`src/rtl/bram_stream_reader.sv`:
```
// bram_stream_reader: drains a dual-port RAM byte ring onto a valid/ready stream through a 3-entry skid buffer.
module bram_stream_reader #(
  parameter int ADDR_WIDTH = 11,
  parameter int DATA_WIDTH = 8
) (
  input  logic                  clk,
  input  logic                  reset_n,
  input  logic                  enable,
  input  logic                  flush,
  input  logic [ADDR_WIDTH:0]   wr_ptr,
  output logic [ADDR_WIDTH:0]   rd_ptr,
  output logic [ADDR_WIDTH:0]   avail,
  output logic [ADDR_WIDTH-1:0] ram_addr,
  input  logic [DATA_WIDTH-1:0] ram_data,
  output logic [DATA_WIDTH-1:0] out_data,
  output logic                  out_valid,
  input  logic                  out_ready
);
  logic [ADDR_WIDTH:0]   issue_ptr_q, issue_ptr_d, rd_ptr_q, rd_ptr_d;
  logic                  inflight_q, inflight_d;
  logic [DATA_WIDTH-1:0] buf_q [3];
  logic [DATA_WIDTH-1:0] buf_d [3];
  logic [1:0]            cnt_q, cnt_d, cnt_pop;
  logic                  issue, push, pop;
  assign avail     = wr_ptr - issue_ptr_q;
  assign ram_addr  = issue_ptr_q[ADDR_WIDTH-1:0];
  assign rd_ptr    = rd_ptr_q;
  assign out_valid = cnt_q != 2'd0;
  assign out_data  = buf_q[0];
  // Head stays in place when the last byte pops, so out_data holds its value while idle.
  always_comb begin
    pop         = out_valid & out_ready & ~flush;
    push        = inflight_q & ~flush;
    issue       = enable & ~flush & (avail != '0) & (({1'b0, cnt_q} + {2'b0, inflight_q}) < 3'd3);
    cnt_pop     = cnt_q - {1'b0, pop};
    buf_d       = buf_q;
    if (pop) begin
      buf_d[0] = cnt_q > 2'd1 ? buf_q[1] : buf_q[0];
      buf_d[1] = buf_q[2];
    end
    if (push)
      for (int i = 0; i < 3; i++)
        if (cnt_pop == i[1:0]) buf_d[i] = ram_data;
    cnt_d       = flush ? 2'd0 : cnt_pop + {1'b0, push};
    inflight_d  = issue;
    issue_ptr_d = flush ? wr_ptr : issue_ptr_q + {{ADDR_WIDTH{1'b0}}, issue};
    rd_ptr_d    = flush ? wr_ptr : rd_ptr_q + {{ADDR_WIDTH{1'b0}}, pop};
  end
  always_ff @(posedge clk) begin
    if (!reset_n) begin
      issue_ptr_q <= '0;
      rd_ptr_q    <= '0;
      inflight_q  <= 1'b0;
      cnt_q       <= 2'd0;
      buf_q       <= '{default: '0};
    end else begin
      issue_ptr_q <= issue_ptr_d;
      rd_ptr_q    <= rd_ptr_d;
      inflight_q  <= inflight_d;
      cnt_q       <= cnt_d;
      buf_q       <= buf_d;
    end
  end
endmodule

```
`config.mk`:
```
export PLATFORM = sky130hd
export DESIGN_NAME = bram_stream_reader
export DESIGN_NICKNAME = d
export VERILOG_FILES = /design/src/rtl/bram_stream_reader.sv
export SDC_FILE = /design/constraint.sdc
export NUM_CORES = 1
export LEC_CHECK = 0
export CAP_MARGIN = 40
export CORE_MARGIN = 3
export CORE_UTILIZATION = 35
export DETAILED_ROUTE_END_ITERATION = 12
export GPL_ROUTABILITY_DRIVEN = 0
export GPL_TIMING_DRIVEN = 0
export PLACE_DENSITY = 0.57
export SYNTH_ARGS = -nofsm -noshare
export SYNTH_HDL_FRONTEND = slang
export SYNTH_SLANG_ARGS = --single-unit
```
`constraint.sdc`:
```
create_clock -name clk -period 5.36 [get_ports clk]
set_clock_uncertainty 0.1 [all_clocks]
set_input_delay 1.072 -clock clk [delete_from_list [all_inputs] [get_ports clk]]
set_output_delay 1.072 -clock clk [all_outputs]
set_load 0.005 [all_outputs]
```
; ---- Word-level counts from Yosys, hierarchy flattened
; Cells that the tools add are included.
[op_classes]
addsub = 6
magnitude_cmp = 2
eq_ne = 2
n_mux = 8
bitwise = 8
n_reduce_logical = 5
[ops]
columns = operator, count
row1 = 8-bit two-way mux, 4
row2 = 12-bit by 1-bit adder with 12-bit output, 2
row3 = 12-bit two-way mux, 2
row4 = 24-bit two-way mux, 1
row5 = 16-bit two-way mux, 1
row6 = 12-bit nonzero test, 1
row7 = 12-bit subtractor, 1
row8 = 1-bit AND, 6
row9 = 2-bit by 1-bit adder with 3-bit output, 1
row10 = "3-bit by 2-bit less-than comparator with 1-bit output, second input constant", 1
row11 = 2-bit by 1-bit adder with 2-bit output, 1
row12 = "2-bit by 1-bit == test with 1-bit output, second input constant", 1
row13 = "2-bit == test, second input constant", 1
row14 = "2-bit by 1-bit greater-than comparator with 1-bit output, second input constant", 1
row15 = 2-bit zero test, 1
row16 = 1-bit inverter, 2
row17 = 2-bit AND reduction, 1
row18 = 2-bit nonzero test, 1
row19 = 2-bit OR reduction, 1
row20 = 2-bit by 1-bit subtractor with 2-bit output, 1
[totals]
register_bits = 51
in_bits = 25
output_inout_bits = 44
wordCells = 38

; ---- Longest topological paths before layout
[depth]
ltp_word = 7
depth_mapped = 17
depth_no_buf = 17

; ---- Least setup slack after synthesis
; Ideal clock, no wire load.
[synth_timing]
path_type = in2reg
from = input port wr_ptr[0]
to = register issue_ptr_q[11]
setup_time_ns = 0.132
arrival_ns = 4.121
t_required_ns = 5.128
setup_slack_ns = 1.006
path_stages = 17
n_path_buf = 1
cell_sequence = inv_1 ha_1 inv_1 fa_1 a21o_1 a22oi_1 nor3_1 or3b_1 or4_1 nor4_2 nor2_1 ha_1 and3_1 clkbuf_1 nand4_1 xor2_1 a21oi_1
[synth_via]
elab_chain_cells = 6
[synth_rtl]
columns = element, line_no
row1 = start: declaration, 10  ; input logic [ADDR_WIDTH:0] wr_ptr,
row2 = 12-bit subtractor, 25  ; assign avail = wr_ptr - issue_ptr_q;
row3 = via avail[10], 12  ; output logic [ADDR_WIDTH:0] avail,
row4 = 12-bit nonzero test, 34  ; issue = enable & ~flush & (avail != '0) & (({1'b0, cnt_q} + {2'b0, inflight_q}) < 3'd3);
row5 = 1-bit AND (2 in series), 34
row6 = via inflight_d, 20  ; logic inflight_q, inflight_d;
row7 = 12-bit by 1-bit adder with 12-bit output, 46  ; issue_ptr_d = flush ? wr_ptr : issue_ptr_q + {{ADDR_WIDTH{1'b0}}, issue};
row8 = 12-bit two-way mux, 46
row9 = end signal: assignment, 57  ; issue_ptr_q <= issue_ptr_d;
row10 = end: declaration, 19  ; logic [ADDR_WIDTH:0] issue_ptr_q, issue_ptr_d, rd_ptr_q, rd_ptr_d;
; The timed path passes the listed nets, and every way through them passes these cells.
; A chain may end at the register's enable or synchronous reset.

; ---- Final worst setup path
[layout_timing]
from = input port wr_ptr[4]
to = output port avail[11]
[layout_via]
elab_chain_cells = 1
[layout_rtl]
columns = element, line_no
row1 = 12-bit subtractor, 25
row2 = end: declaration, 12
; Every way passes these cells.

==> impl_metrics.csv <==
group,metric,value,unit
grt,grt_antenna_before_repair,0,
setup_path,critPathArrivalTime,3.92,ns
setup_path,setup.worst_path.start_class,"input pin",
routing,ant_nets,0,
cts,numCtsBuffers,5,
grt,grt_pass1_vias,2711,
routing,first_pass_iters,4,
sta,period_needed,5.09,ns
placed_design,dp_cells,527,
cells_and_area,antenna_cells,0,
logic_synthesis,async_flop_share,0,
cts,cts_num_sinks,51,
routing,drt-total-wl,8150,um
grt,grt_use_total,0.165,
logic_synthesis,synth_top_area_cell,"dfxtp_1",
cells_and_area,layout.nets,474,
logic_synthesis,ys_ff_latch,51,
cts,post_cts_buffers,0,
die,die-width,100,um
power_and_ir_drop,leakagePower,1.83,nW
setup_path,cpMostUsedCell,"clkdlybuf4s50_1",
routing,routed-via-count,2778,
routing,avgViaCountPerCell,5.19,
cts,htreeDepth,2,
sta,max_freq,0.196,GHz
routing,route.met3.wl,330,um
die,core_area,8420,um^2
die,die_area,10100,um^2
setup_path,crit_required,4.19,ns
placed_design,dpl.hpwl,6280,um
cts,cts_tree,"done",
die,rows,33,
routing,drt_iter0_markers,87,
logic_synthesis,synthFlopType,"dfxtp_1",
sta,rsz0062_at_grt,"false",
logic_synthesis,synth_cell_types,46,
routing,wl_met2,3770,um
cells_and_area,areaGrowthSynthToFinish,29.6,%
power_and_ir_drop,power_density,229,nW/um^2
setup_path,crit_type,"in2out",
sta,relSlewSlack,0.490,
logic_synthesis,syn_nets,399,
flow_run,maxCapViolCount,0,
logic_synthesis,synth_top_area_share,0.327,
routing,highest_layer,"met4",
grt,overflow,0,
logic_synthesis,synth_area_per_cell,8.82,um^2
die,die_y,100,um
routing,post_drt_wl_per_cell,15.2,um
routing,drc_errors,0,
sta,setup_viol,0,
logic_synthesis,ys_seq_area_frac,0.327,
sta,tightest_slew,0.764,ns
logic_synthesis,synth.area.top_cells,"dfxtp_1, mux2i_1, ha_1",
setup_path,cp_max_fo,5,
setup_path,path_buf_inv,2,
cts,cts_root_buf,"clkbuf_8",
setup_path,critical-path-max-stage-delay,0.58,ns
die,io_pins,69,
cells_and_area,stdcell_area,4050,um^2
grt,grt_max_degree,17,
sta,final_max_slew_viol_count,0,
logic_synthesis,ys_warn_count,0,
power_and_ir_drop,ir_drop,0.000124,V
placed_design,io_buffers,68,
logic_synthesis,ys_top_cells_by_count,"dfxtp_1, nand2_1, a21oi_1",
die,start_util,0.371,
cts,path_clk_slew,0.09,ns
sta,whs,0.427,ns
grt,grt_pass1_wl,13600,um
routing,wl_met1,4040,um
setup_path,worstSetupEndpointType,"output pin",
setup_path,crit_family,"buffers and inverters",
setup_path,cp_slowest_cell,"clkdlybuf4s50_1",
cells_and_area,drive_gt1_frac,0.0837,
run_status,status,"finished, final reports clean",
logic_synthesis,netlist_instances,354,
placed_design,placed_area,3930,um^2
setup_path,path_cells,"clkdlybuf4s50_1, ha_1, a21o_1, a31oi_1, a21oi_1, or3_1, o311ai_2, clkdlybuf4s50_1",
logic_synthesis,netlist_area,3120,um^2
cts,ctsHoldBuffers,0,
sta,fin_crit_sh,0.950,
logic_synthesis,synth.most_common_cell,"dfxtp_1",
sta,hold_viol,0,
cts,cts_resized,0,
cts,cts_max_path_buffers,2,
cts,clk_latency,0.30,ns
sta,final.setup.tns,0,ns
hold_path,hold_path.class,"reg2reg",
logic_synthesis,synth-edff-count,0,
cells_and_area,finalNonFillerCells,535,
[worst min-delay path, stage by stage (launching register included)]
cell and delay, ns:
dfxtp_1 0.33, o21ai_0 0.07, a31oi_1 0.08
[flip-flops by register name, indices dropped and copies added, names as in the netlist]
signal       count
buf_q           16
cnt_q            2
inflight_q       1
issue_ptr_q     12
out_data         8
rd_ptr          12
[path summary, 6_finish.rpt]
kind / slack (ns) / cells past startpoint / endpoint / startpoint
setup / recovery: 0.27 / 8 / avail[11] / wr_ptr[4]
hold / removal: 0.43 / 2 / rd_ptr[11]$_SDFF_PN0_ / rd_ptr[11]$_SDFF_PN0_
setup reg to reg: 1.11 / 16 / issue_ptr_q[11]$_SDFF_PN0_ / issue_ptr_q[2]$_SDFF_PN0_
hold reg to reg: 0.43 / 2 / rd_ptr[11]$_SDFF_PN0_ / rd_ptr[11]$_SDFF_PN0_
[power breakdown]
part / total [W] / leakage [nW] / internal (W) / switching [W]
Clock: 0.000274 / 0.0581 / 0.000139 / 0.000134
Sequential: 0.000408 / 0.418 / 0.000394 / 0.0000139
Combinational: 0.000246 / 1.36 / 0.000135 / 0.000111
Total: 0.000928 / 1.83 / 0.000668 / 0.000260
[stage by stage]
step           utilization  setup slack [ns]  total power, W
6_report             0.480             0.266        0.000928
5_1_grt              0.480            0.0691        0.000984
4_1_cts              0.480             0.258        0.000938
3_5_place_dp         0.467            0.0269        0.000664
3_3_place_gp         0.467            0.0153        0.000662
2_1_floorplan            -              1.01        0.000544
[cell type report]
cell class,count,area (um^2)
Inverter,21,78.8
Fill cell,857,4380
Clock buffer,5,68.8
Multi-Input combinational cell,245,1800
Timing Repair Buffer,68,681
Buffer,37,221
Sequential cell,51,1020
Tap cell,105,131
Clock inverter,3,43.8
[cells by family after synthesis]
logic type      share of synthesized area
compound gates                      0.192
xor+xnor                           0.0729
fa+ha+maj                          0.0826
buf+inv                            0.0962
flops                               0.327
mux                                0.0770
simple gates                        0.152
[per-layer routing]
metal / GRT usage / vias to the layer above
met5: 0 / -
met4: 0.0259 / 0
met3: 0.0299 / 2
met2: 0.259 / 61
met1: 0.240 / 1329
li1: - / 1386
[layout by cell type, fill, tap and decap left out, types with 5 or more instances in the layout]
master / count
mux2i_1: 24
buf_4: 22
nor2_1: 6
nand2_1: 30
nor2b_1: 10
o21ai_0: 10
nand3_1: 15
clkdlybuf4s50_1: 68
clkbuf_1: 15
xor2_1: 12
ha_1: 19
a21oi_1: 27
and3_1: 11
o211a_1: 16
dfxtp_1: 51
inv_1: 21
clkbuf_8: 5
xnor2_1: 14
Note: power is estimated with default switching activity, not from simulation.
